### src/rtl/mips_bus_arbiter.sv
// Two-port bus arbiter: instruction fetch and load/store share one
// memory bus with waitrequest stalls and single-cycle completion pulses.
module mips_bus_arbiter #(
  parameter int PRIORITY_MODE = 0
) (
  input  logic        clk,
  input  logic        reset,
  input  logic        i_req,
  input  logic [31:0] i_addr,
  output logic        i_accept,
  output logic        i_done,
  output logic [31:0] i_rdata,
  input  logic        d_req,
  input  logic        d_write,
  input  logic [31:0] d_addr,
  input  logic [31:0] d_writedata,
  input  logic [3:0]  d_byteenable,
  output logic        d_accept,
  output logic        d_done,
  output logic [31:0] d_rdata,
  output logic [31:0] address,
  output logic        write,
  output logic        read,
  input  logic        waitrequest,
  output logic [31:0] writedata,
  output logic [3:0]  byteenable,
  input  logic [31:0] readdata,
  output logic        busy
);

  typedef enum logic [2:0] {
    IDLE,
    GRANT_I,
    GRANT_D,
    RESP_I,
    RESP_D
  } state_e;

  state_e      state_q, state_d;
  logic        last_d_q, last_d_d;
  logic [31:0] address_q, address_d;
  logic [31:0] writedata_q, writedata_d;
  logic [3:0]  byteenable_q, byteenable_d;
  logic        read_q, read_d;
  logic        write_q, write_d;
  logic        i_accept_q, i_accept_d;
  logic        d_accept_q, d_accept_d;
  logic        i_done_q, i_done_d;
  logic        d_done_q, d_done_d;
  logic [31:0] i_rdata_q, i_rdata_d;
  logic [31:0] d_rdata_q, d_rdata_d;
  logic        free;
  logic        pick_i;
  logic        pick_d;

  always_comb begin
    state_d      = state_q;
    last_d_d     = last_d_q;
    address_d    = address_q;
    writedata_d  = writedata_q;
    byteenable_d = byteenable_q;
    read_d       = read_q;
    write_d      = write_q;
    i_accept_d   = 1'b0;
    d_accept_d   = 1'b0;
    i_done_d     = 1'b0;
    d_done_d     = 1'b0;
    i_rdata_d    = i_rdata_q;
    d_rdata_d    = d_rdata_q;
    free         = 1'b0;
    pick_i       = 1'b0;
    pick_d       = 1'b0;

    unique case (state_q)
      IDLE: free = 1'b1;
      GRANT_I, GRANT_D: begin
        if (!waitrequest) begin
          read_d  = 1'b0;
          write_d = 1'b0;
          if (write_q) begin
            d_done_d = 1'b1;
            state_d  = IDLE;
            free     = 1'b1;
          end else begin
            state_d = (state_q == GRANT_I) ? RESP_I : RESP_D;
          end
        end
      end
      RESP_I: begin
        i_rdata_d = readdata;
        i_done_d  = 1'b1;
        state_d   = IDLE;
        free      = 1'b1;
      end
      RESP_D: begin
        d_rdata_d = readdata;
        d_done_d  = 1'b1;
        state_d   = IDLE;
        free      = 1'b1;
      end
      default: state_d = IDLE;
    endcase

    // A free bus samples requests on the same edge that finishes a transfer
    if (free) begin
      pick_i = i_req &&
               (!d_req || (PRIORITY_MODE == 0 && last_d_q));
      pick_d = d_req && !pick_i;
      if (pick_i) begin
        address_d    = i_addr;
        writedata_d  = '0;
        byteenable_d = 4'hF;
        read_d       = 1'b1;
        write_d      = 1'b0;
        i_accept_d   = 1'b1;
        last_d_d     = 1'b0;
        state_d      = GRANT_I;
      end else if (pick_d) begin
        address_d    = d_addr;
        writedata_d  = d_writedata;
        byteenable_d = d_byteenable;
        read_d       = !d_write;
        write_d      = d_write;
        d_accept_d   = 1'b1;
        last_d_d     = 1'b1;
        state_d      = GRANT_D;
      end
    end
  end

  always_ff @(posedge clk) begin
    if (reset) begin
      state_q      <= IDLE;
      last_d_q     <= 1'b1;
      address_q    <= '0;
      writedata_q  <= '0;
      byteenable_q <= '0;
      read_q       <= 1'b0;
      write_q      <= 1'b0;
      i_accept_q   <= 1'b0;
      d_accept_q   <= 1'b0;
      i_done_q     <= 1'b0;
      d_done_q     <= 1'b0;
      i_rdata_q    <= '0;
      d_rdata_q    <= '0;
    end else begin
      state_q      <= state_d;
      last_d_q     <= last_d_d;
      address_q    <= address_d;
      writedata_q  <= writedata_d;
      byteenable_q <= byteenable_d;
      read_q       <= read_d;
      write_q      <= write_d;
      i_accept_q   <= i_accept_d;
      d_accept_q   <= d_accept_d;
      i_done_q     <= i_done_d;
      d_done_q     <= d_done_d;
      i_rdata_q    <= i_rdata_d;
      d_rdata_q    <= d_rdata_d;
    end
  end

  assign i_accept   = i_accept_q;
  assign d_accept   = d_accept_q;
  assign i_done     = i_done_q;
  assign d_done     = d_done_q;
  assign i_rdata    = i_rdata_q;
  assign d_rdata    = d_rdata_q;
  assign address    = address_q;
  assign writedata  = writedata_q;
  assign byteenable = byteenable_q;
  assign read       = read_q;
  assign write      = write_q;
  assign busy       = (state_q != IDLE);

endmodule

### config.mk
export PLATFORM = sky130hd
export DESIGN_NAME = mips_bus_arbiter
export DESIGN_NICKNAME = d
export VERILOG_FILES = /design/src/rtl/mips_bus_arbiter.sv
export SDC_FILE = /design/constraint.sdc
export NUM_CORES = 1
export LEC_CHECK = 0
export CORE_ASPECT_RATIO = 1.75
export CORE_MARGIN = 2
export CORE_UTILIZATION = 36
export DETAILED_ROUTE_END_ITERATION = 6
export HOLD_SLACK_MARGIN = 0.03
export PLACE_DENSITY_LB_ADDON = 0.1
export SKIP_LAST_GASP = 1
export SYNTH_ARGS = -nofsm -noshare
export SYNTH_HDL_FRONTEND = slang
export SYNTH_SLANG_ARGS = --single-unit
### constraint.sdc
create_clock -name clk -period 1.5 [get_ports clk]
set_input_delay 0.15 -clock clk [delete_from_list [all_inputs] [get_ports clk]]
set_output_delay 0.15 -clock clk [all_outputs]
set_load 0.05 [all_outputs]
; ---- Yosys cells after proc, flatten, opt, wreduce, memory -nomap -nowiden
; Index checks and enable logic that the tools add are counted.
; W data, S select, Z words.
[classes]
n_addsub = 0
n_mul = 0
div_mod_pow = 0
magnitude_cmp = 0
n_eq_ne = 4
shifts = 0
muxes = 32
bitwise_logic = 1
reduce_logical = 14
[op_table]
columns = op, n
row1 = $mux W32, 4
row2 = $mux W3, 6
row3 = $mux W1, 17
row4 = $mux W4, 2
row5 = $eq A3 B2 Y1 const B, 2
row6 = $pmux W3 S2, 1
row7 = $reduce_or A3 Y1, 2
row8 = $pmux W1 S2, 2
row9 = $reduce_or A2 Y1, 2
row10 = $eq A3 B1 Y1 const B, 1
row11 = $eq A3 B3 Y1 const B, 1
row12 = $logic_not A1 Y1, 3
row13 = $logic_not A3 Y1, 1
row14 = $reduce_bool A3 Y1, 1
row15 = $logic_and A1 B1 Y1, 2
row16 = $reduce_and A2 Y1, 1
row17 = $reduce_bool A2 Y1, 1
row18 = $logic_or A1 B1 Y1, 1
row19 = $not A1 Y1, 1
[totals]
reg_bits = 142
latchBits = 0
ram_bits = 0
mem_bits_ro = 0
input_bits = 138
out_inout_bits = 139
wordCells = 64
mem_count = 0

; ---- Logic depth before layout (Yosys ltp)
; Gate-level depths: netlist of the first run.
[depth]
depth_word = 8
ltp_mapped = 7
ltp_nobuf = 4

; ---- Worst setup path before layout of the first run
; OpenSTA, ideal clock, no wires.
[synth_path]
kind = register to register
from = register write_q, in the netlist write
to = register writedata_q[0], in the netlist writedata[0]
setup_time_ns = 0.060
t_arrival_ns = 1.881
required_time_ns = 1.440
path_slack_ns = -0.441
stages_incl_launch_ff = 6
n_path_buf = 1
period_less_slack_ns = 1.941
path_cell_list = dfxtp_1 -> nand2b_1 -> a21o_4 -> a211oi_4 -> buf_6 -> a22o_1
[synth_via]
elab_chain_cells = 4
[synth_lines]
columns = item, line
row1 = start: declaration, 45  ; logic write_q, write_d;
row2 = start signal: assignment, 153  ; write_q <= write_d;
row3 = $mux W1, 80  ; if (write_q) begin
row4 = $mux W1, 77  ; if (!waitrequest) begin
row5 = $pmux W1 S2, 74  ; unique case (state_q)
row6 = $reduce_and A2 Y1 (no line), --
row7 = end signal: assignment, 150  ; writedata_q <= writedata_d;
row8 = end: declaration, 42  ; logic [31:0] writedata_q, writedata_d;
; No other way between the ends.
; A chain may end at the register's enable or synchronous reset.

; ---- Worst setup path in the final report of the first run
[layout_path]
from = register write_q, in the netlist write
to = register writedata_q[4], in the netlist writedata[4]
; Same word-level chain as after synthesis.

==> run_results.csv, run 1 <==
group,metric,value,unit
finish,layout_common_cells,"164 x nand2_1, 162 x buf_4, 138 x dfxtp_1, 136 x clkdlybuf4s50_1, 69 x a21oi_1",
timing,rsz0062_at_grt,"true",
logic_synthesis,syn_area_per_cell,8.746,um^2
setup_path,regToRegEndpoint,"writedata[4]$_SDFFE_PP0P_",
power,p_int,8.219,mW
power,power_switching,4.025,mW
status,violations,"setup timing",
power,ir_worst_vdd,0.001027,V
setup_path,worstReg2RegStart,"write$_SDFF_PP0_",
logic_synthesis,yosysUniqueCellTypes,39,
power,leakage,3.776,nW
timing,period_minus_slack,1.589,ns
finish,final_util,0.6379,
power,swShare,0.3288,
power,comb_power_share,0.294,
logic_synthesis,netlist_area,5309,um^2
detailed_routing,totalWireLength,19520,um
clock_tree,tritoncts,"yes",
hold_path,holdPathStages,4,
hold_path,whs_endpoint,"writedata[21]$_SDFFE_PP0P_",
setup_path,r2r_cells,7,
timing,maxSlewViolCount,0,
job,maxCapViolCount,0,
setup_path,critPathKind,"flop to flop",
grt,grt_first_pass_wirelength,27270,um
setup_path,crit_cells,7,
setup_path,cp-end-kind,"flop",
grt,grt_max_degree,106,
setup_path,crit_slowest_cell,"dfxtp_4",
clock_tree,clk_path_buf_depth,2,
logic_synthesis,synth_seq_cells,142,
setup_path,worst-r2r-setup-slack,-0.09,ns
timing,worst_slack,-0.08861,ns
detailed_routing,routed_via_density,5.208,
detailed_routing,wl_met2,10780,um
finish,layout_commonest_cell,"nand2_1",
detailed_routing,drc,0,
finish,fin_nets,1044,
timing,setup_viol,63,
detailed_routing,drt_iter0_drc,187,
timing,fin_crit_sh,1.059,
finish,flow.area_growth_from_synthesis,72.66,%
timing,fin_skew,0.01083,ns
clock_tree,insertion_delay,0.41,ns
power,pwr-share-seq,0.352,
clock_tree,cts_made_buffers,17,
status,outcome,"finished with violations",
detailed_routing,met1_length,7162,um
floorplanning,pin_count,277,
power,power.density,1336,nW/um^2
grt,gr-usage-all-layers,0.2207,
grt,overflow,0,
floorplanning,initial_core_util,0.3695,
detailed_routing,antenna_left,0,
finish,diodes,0,
hold_path,hp-start,"reset",
power,clkPwrFrac,0.354,
setup_path,path_cells,"nand2b_4 -> buf_6 -> a21o_4 -> a211oi_4 -> buf_6 -> clkbuf_16 -> a22o_1",
detailed_routing,top_layer_used,"met4",
floorplanning,core,14370,um^2
clock_tree,holdBufCountCts,0,
clock_tree,cts.sinks,142,
setup_path,critPathTopFamily,"compound AO/OA/AOI/OAI gates",
grt,antenna_found_initial,0,
placement,gp_congestion,0.8192,
logic_synthesis,synthFlopType,"dfxtp_1",
logic_synthesis,ys_seq_area_frac,0.5355,
logic_synthesis,syn_inst,607,
setup_path,cpMostUsedCell,"buf_6",
clock_tree,clockRootBuffer,"clkbuf_16",
floorplanning,die_width,95.80,um
setup_path,crit_buf_inv,3,
timing,hold_viol,0,
clock_tree,clkTransAtPathRegs,0.06,ns
setup_path,arrival,1.94,ns
placement,io_buffers,276,
floorplanning,dieArea,15770,um^2
power,power,12.24,mW
logic_synthesis,synth_edf_count,0,
placement,dpl.hpwl,12510,um
setup_path,cp.required,1.85,ns
floorplanning,fp-row-count,58,
timing,tightest_slew,0.5003,ns
timing,maxSlewHeadroom,0.6664,
setup_path,cp-start-kind,"flop",
detailed_routing,wire_per_inst,17.76,um
hold_path,hold_path.class,"input port to flop",
detailed_routing,vias,5724,
setup_path,cp_max_fo,8,
finish,drive_gt1_frac,0.2829,
logic_synthesis,async_reset_ff_frac,0,
detailed_routing,dr_wl_met3,1064,um
grt,grt_pass1_vias,5559,
detailed_routing,first_pass_iters,4,
clock_tree,htreeDepth,4,
floorplanning,die_h,164.6,um
logic_synthesis,syn_nets,745,
logic_synthesis,yosys_warnings,0,
setup_path,slowest_delay,0.36,ns
timing,max_freq,0.6295,GHz
-- cell type report --
type,instances,area [um^2]
timing repair buffer,332,3164
sequential,142,2855
clock inverter,12,161.4
fill,1228,5202
multi-input combinational,407,2291
tap,180,225.2
inverter,6,22.52
clock buffer,20,446.7
-- sequential cells by signal, indices dropped and copies added, names as in the netlist, 3 cells and up --
register / count
byteenable: 4
d_rdata: 32
address: 32
writedata: 32
state_q: 3
i_rdata: 32
-- cell usage after synthesis, types with 2 or more instances --
cell type | count | area share
a211oi_4 | 2 | 0.0075
a21oi_1 | 69 | 0.065
a22o_1 | 33 | 0.054
a311oi_1 | 32 | 0.053
a31oi_1 | 2 | 0.0024
and3_1 | 2 | 0.0024
buf_1 | 3 | 0.0021
buf_2 | 15 | 0.014
buf_4 | 3 | 0.0042
buf_6 | 3 | 0.0064
clkbuf_1 | 28 | 0.020
dfxtp_1 | 142 | 0.54
inv_1 | 6 | 0.0042
nand2_1 | 164 | 0.12
nand2b_1 | 3 | 0.0035
nor2_1 | 8 | 0.0057
nor3_1 | 32 | 0.030
o21ai_0 | 30 | 0.028
o21ai_1 | 5 | 0.0047
o21bai_1 | 2 | 0.0028
o221a_2 | 4 | 0.0085
or2_2 | 2 | 0.0024
-- metal layers --
metal | GRT usage | up-vias
met5 | 0 | -
met4 | 0.09481 | 0
met3 | 0.05429 | 35
met2 | 0.4034 | 229
met1 | 0.2343 | 2722
li1 | - | 2738
-- timing repair --
item,4_1_cts,5_1_grt
cloned,1,10
setup endpoints to repair,65,75
pin swaps,4,49
resized for setup,17,27
buffers inserted,10,8
-- cell families after synthesis --
| kind of cell | share of synthesized area |
|---|---|
| XOR/XNOR | 0.001650 |
| buffers and inverters | 0.05185 |
| flip-flops | 0.5355 |
| AO/OA/AOI/OAI | 0.2385 |
| AND/OR/NAND/NOR | 0.1725 |
-- stage by stage --
step / cell area [um^2] / hold slack [ns] / setup slack (ns) / instances / TNS (ns)
6_report: 9166 / 0.3100 / -0.08861 / 1099 / -2.517
5_1_grt: 9166 / 0.3071 / -0.1218 / 1099 / -6.304
4_1_cts: 8791 / 0.2948 / -0.04543 / 1081 / -0.1799
3_5_place_dp: 8024 / 0.4486 / -0.7403 / 1038 / -40.25
3_3_place_gp: 8024 / 0.4425 / -0.6737 / 1038 / -36.96
2_1_floorplan: 5335 / 0.2826 / -0.002470 / 607 / -0.04940
-- worst reg2reg max path: cells and delay by family (launching register included) --
family	cells	cell delay, ns
flops	1	0.36
simple gates	1	0.07
buf+inv	3	0.46
compound gates	3	0.65
-- power groups by stage --
stage / registers, mW / logic [mW] / clock network [mW]
2_1_floorplan: 5.42 / 0.962 / 0
3_3_place_gp: 4.36 / 3.21 / 0
3_5_place_dp: 4.36 / 3.27 / 0
4_1_cts: 4.29 / 3.41 / 4.41
5_1_grt: 4.34 / 3.78 / 4.58
6_report: 4.31 / 3.60 / 4.34
-- how the worst max path moves through the flow --
| stage | start | to | slack (ns) |
|---|---|---|---|
| floorplan | state_q[1]$_SDFF_PP0_ | writedata[0]$_SDFFE_PP0P_ | -0.002 |
| global placement | d_req | writedata[3]$_SDFFE_PP0P_ | -0.67 |
| detailed placement | i_req | writedata[18]$_SDFFE_PP0P_ | -0.74 |
| CTS | state_q[0]$_SDFF_PP0_ | busy | -0.05 |
| global route | state_q[0]$_SDFF_PP0_ | writedata[9]$_SDFFE_PP0P_ | -0.12 |
| finish | write$_SDFF_PP0_ | writedata[4]$_SDFFE_PP0P_ | -0.09 |
No activity file was read; power rests on OpenSTA's default activity.
==> inputs of run 2 (changes only) <==
Settings changed: CORE_MARGIN 2 to not set, CORE_UTILIZATION 36 to 40.
Clock period 1.5 ns to 1.48 ns, I/O delays scaled along.
==> run 2 against run 1 <==
  * The run still ends with setup timing left
  * Via count is 1.3% lower
  * Clock skew is 0.0012 ns higher
  * Sequential power is 2% higher
  * Routed wire length is 7.3% lower
  * Die area is 13% lower
  * Count of clock-buffer cells in the layout is 2 lower
  * Sequential share of layout area is 0.22 points higher
  * Setup slack better by 0.0077 ns
  * Utilization is 6.6 points higher
  * Critical path type is now flop to output pin
==> run_results.csv, run 2 (same netlist as run 1, synthesis figures left out) <==
group,metric,value,unit
status,outcome,"finished with violations",
status,violations,"setup timing",
setup_path,cp-end-kind,"output pin",
setup_path,cp.required,1.33,ns
power,power,12.52,mW
job,maxCapViolCount,0,
hold_path,hp-start,"reset",
power,swShare,0.3237,
detailed_routing,routed_via_density,5.238,
finish,fin_nets,1034,
floorplanning,die_h,154.4,um
finish,flow.area_growth_from_synthesis,71.46,%
clock_tree,clk_path_buf_depth,2,
timing,maxSlewHeadroom,0.7403,
clock_tree,cts_made_buffers,17,
finish,drive_gt1_frac,0.2731,
power,clkPwrFrac,0.357,
setup_path,r2r_cells,5,
detailed_routing,drt_iter0_drc,148,
clock_tree,cts.sinks,142,
clock_tree,htreeDepth,4,
timing,setup_viol,47,
clock_tree,insertion_delay,0.41,ns
setup_path,worstReg2RegStart,"state_q[0]$_SDFF_PP0_",
detailed_routing,first_pass_iters,4,
finish,nFillCells,1046,
power,leakage,3.731,nW
grt,overflow,0,
floorplanning,core,12940,um^2
setup_path,critPathTopFamily,"flip-flops",
power,ir_worst_vdd,0.0007738,V
setup_path,path_cells,"buf_6 -> or3_4 -> buf_8",
finish,diodes,0,
hold_path,whs_endpoint,"state_q[0]$_SDFF_PP0_",
timing,max_freq,0.6406,GHz
grt,grt_max_degree,61,
power,power_switching,4.053,mW
finish,final_util,0.7036,
detailed_routing,antenna_left,0,
setup_path,crit_buf_inv,2,
detailed_routing,vias,5652,
clock_tree,clockRootBuffer,"clkbuf_16",
placement,dpl.hpwl,12020,um
power,comb_power_share,0.293,
finish,layout_common_cells,"164 x nand2_1, 159 x buf_4, 138 x dfxtp_1, 136 x clkdlybuf4s50_1, 69 x a21oi_1",
setup_path,critPathKind,"flop to output pin",
grt,gr-usage-all-layers,0.2427,
timing,fin_crit_sh,1.055,
timing,rsz0062_at_grt,"true",
floorplanning,fp-row-count,55,
setup_path,crit_slowest_cell,"dfxtp_4",
grt,grt_pass1_vias,5502,
setup_path,cp_max_fo,4,
grt,antenna_found_initial,0,
detailed_routing,totalWireLength,18100,um
power,power.density,1375,nW/um^2
floorplanning,die_width,89.09,um
detailed_routing,wire_per_inst,16.78,um
power,p_int,8.467,mW
timing,hold_viol,0,
floorplanning,dieArea,13750,um^2
clock_tree,clkTransAtPathRegs,0.05,ns
clock_tree,tritoncts,"yes",
hold_path,holdPathStages,2,
hold_path,hold_path.class,"input port to flop",
timing,fin_skew,0.01203,ns
grt,grt_first_pass_wirelength,25990,um
finish,layout_commonest_cell,"nand2_1",
timing,tightest_slew,0.3895,ns
detailed_routing,drc,0,
power,pwr-share-seq,0.350,
floorplanning,initial_core_util,0.4103,
setup_path,slowest_delay,0.36,ns
setup_path,cp-start-kind,"flop",
timing,worst_slack,-0.08095,ns
timing,period_minus_slack,1.561,ns
timing,maxSlewViolCount,0,
setup_path,arrival,1.41,ns
placement,io_buffers,276,
placement,gp_congestion,0.8643,
setup_path,worst-r2r-setup-slack,-0.05,ns
floorplanning,pin_count,277,
setup_path,regToRegEndpoint,"address[25]$_SDFFE_PP0P_",
[run 2: changes by cell type in the layout (fill, tap and decap cells not counted), sizes merged]
cell    before  now
nor3        34   33
buf        189  180
inv          8    7
clkbuf      27   25
clkinv       5    6
bufinv       3    4
[run 2: how the worst max path moves through the flow]
| stage | end | startpoint | slack (ns) | depth (start not counted) |
|---|---|---|---|---|
| finish | busy | state_q[0]$_SDFF_PP0_ | -0.08 | 3 |
| global route | address[9]$_SDFFE_PP0P_ | state_q[0]$_SDFF_PP0_ | -0.12 | 5 |
| CTS | busy | state_q[1]$_SDFF_PP0_ | -0.09 | 3 |
| detailed placement | address[4]$_SDFFE_PP0P_ | i_req | -0.35 | 6 |
| global placement | address[24]$_SDFFE_PP0P_ | waitrequest | -0.25 | 6 |
| floorplan | writedata[0]$_SDFFE_PP0P_ | state_q[1]$_SDFF_PP0_ | -0.02 | 6 |
[run 2: metal layers]
layer / wire length (um) / global-route usage / vias up
li1: - / - / 2710
met1: 6515 / 0.2554 / 2698
met2: 9941 / 0.4351 / 212
met3: 1085 / 0.05496 / 32
met4: 558 / 0.1262 / 0
met5: 0 / 0 / -
[run 2: metrics by stage]
stage               hold slack (ns)  TNS [ns]  instances  worst slack, ns  instance area [um^2]
global placement             0.4420    -16.34       1031          -0.2545                  8053
detailed placement           0.4470    -19.72       1031          -0.3476                  8053
CTS                         0.03586   -0.5809       1063         -0.08952                  8697
global route                0.04732    -4.795       1079          -0.1245                  9102
floorplan                    0.2806   -0.6044        607         -0.02247                  5335
finish                      0.05338    -1.415       1079         -0.08095                  9102
[run 2: final cells by class]
| cell class | instances | area, um^2 | share of cell area |
|---|---|---|---|
| inverter | 6 | 22.52 | 0.002474 |
| tap | 171 | 214.0 | 0.02351 |
| clock inverter | 13 | 191.4 | 0.02103 |
| sequential | 142 | 2855 | 0.3137 |
| timing repair buffer | 323 | 3062 | 0.3364 |
| multi-input combinational | 406 | 2328 | 0.2558 |
| clock buffer | 18 | 429.2 | 0.04715 |
[run 2: timing repair]
item	in CTS	in global routing
setup endpoints to repair	69	87
pin swaps	1	39
hold buffers	0	0
gates resized for setup	7	28
gates cloned	0	11
setup buffers	1	5
[run 2: worst register-to-register path, delay by kind of cell (launching register included)]
| family | cells | cell delay (ns) |
|---|---|---|
| simple gates | 3 | 0.62 |
| compound gates | 1 | 0.27 |
| buf+inv | 1 | 0.19 |
| flops | 1 | 0.36 |
[run 2: power by group through the flow]
stage | Sequential (mW) | Combinational (mW) | Clock, mW
5_1_grt | 4.42 | 3.85 | 4.71
4_1_cts | 4.36 | 3.35 | 4.52
2_1_floorplan | 5.49 | 0.975 | 0
3_5_place_dp | 4.44 | 3.32 | 0
6_report | 4.39 | 3.67 | 4.47
3_3_place_gp | 4.43 | 3.27 | 0
==> inputs of run 3 (changes only) <==
Settings changed: CTS_CLUSTER_SIZE set to 25.
==> results of run 3 <==
No change in the layout: final DEF, timing and power equal those of run 2.
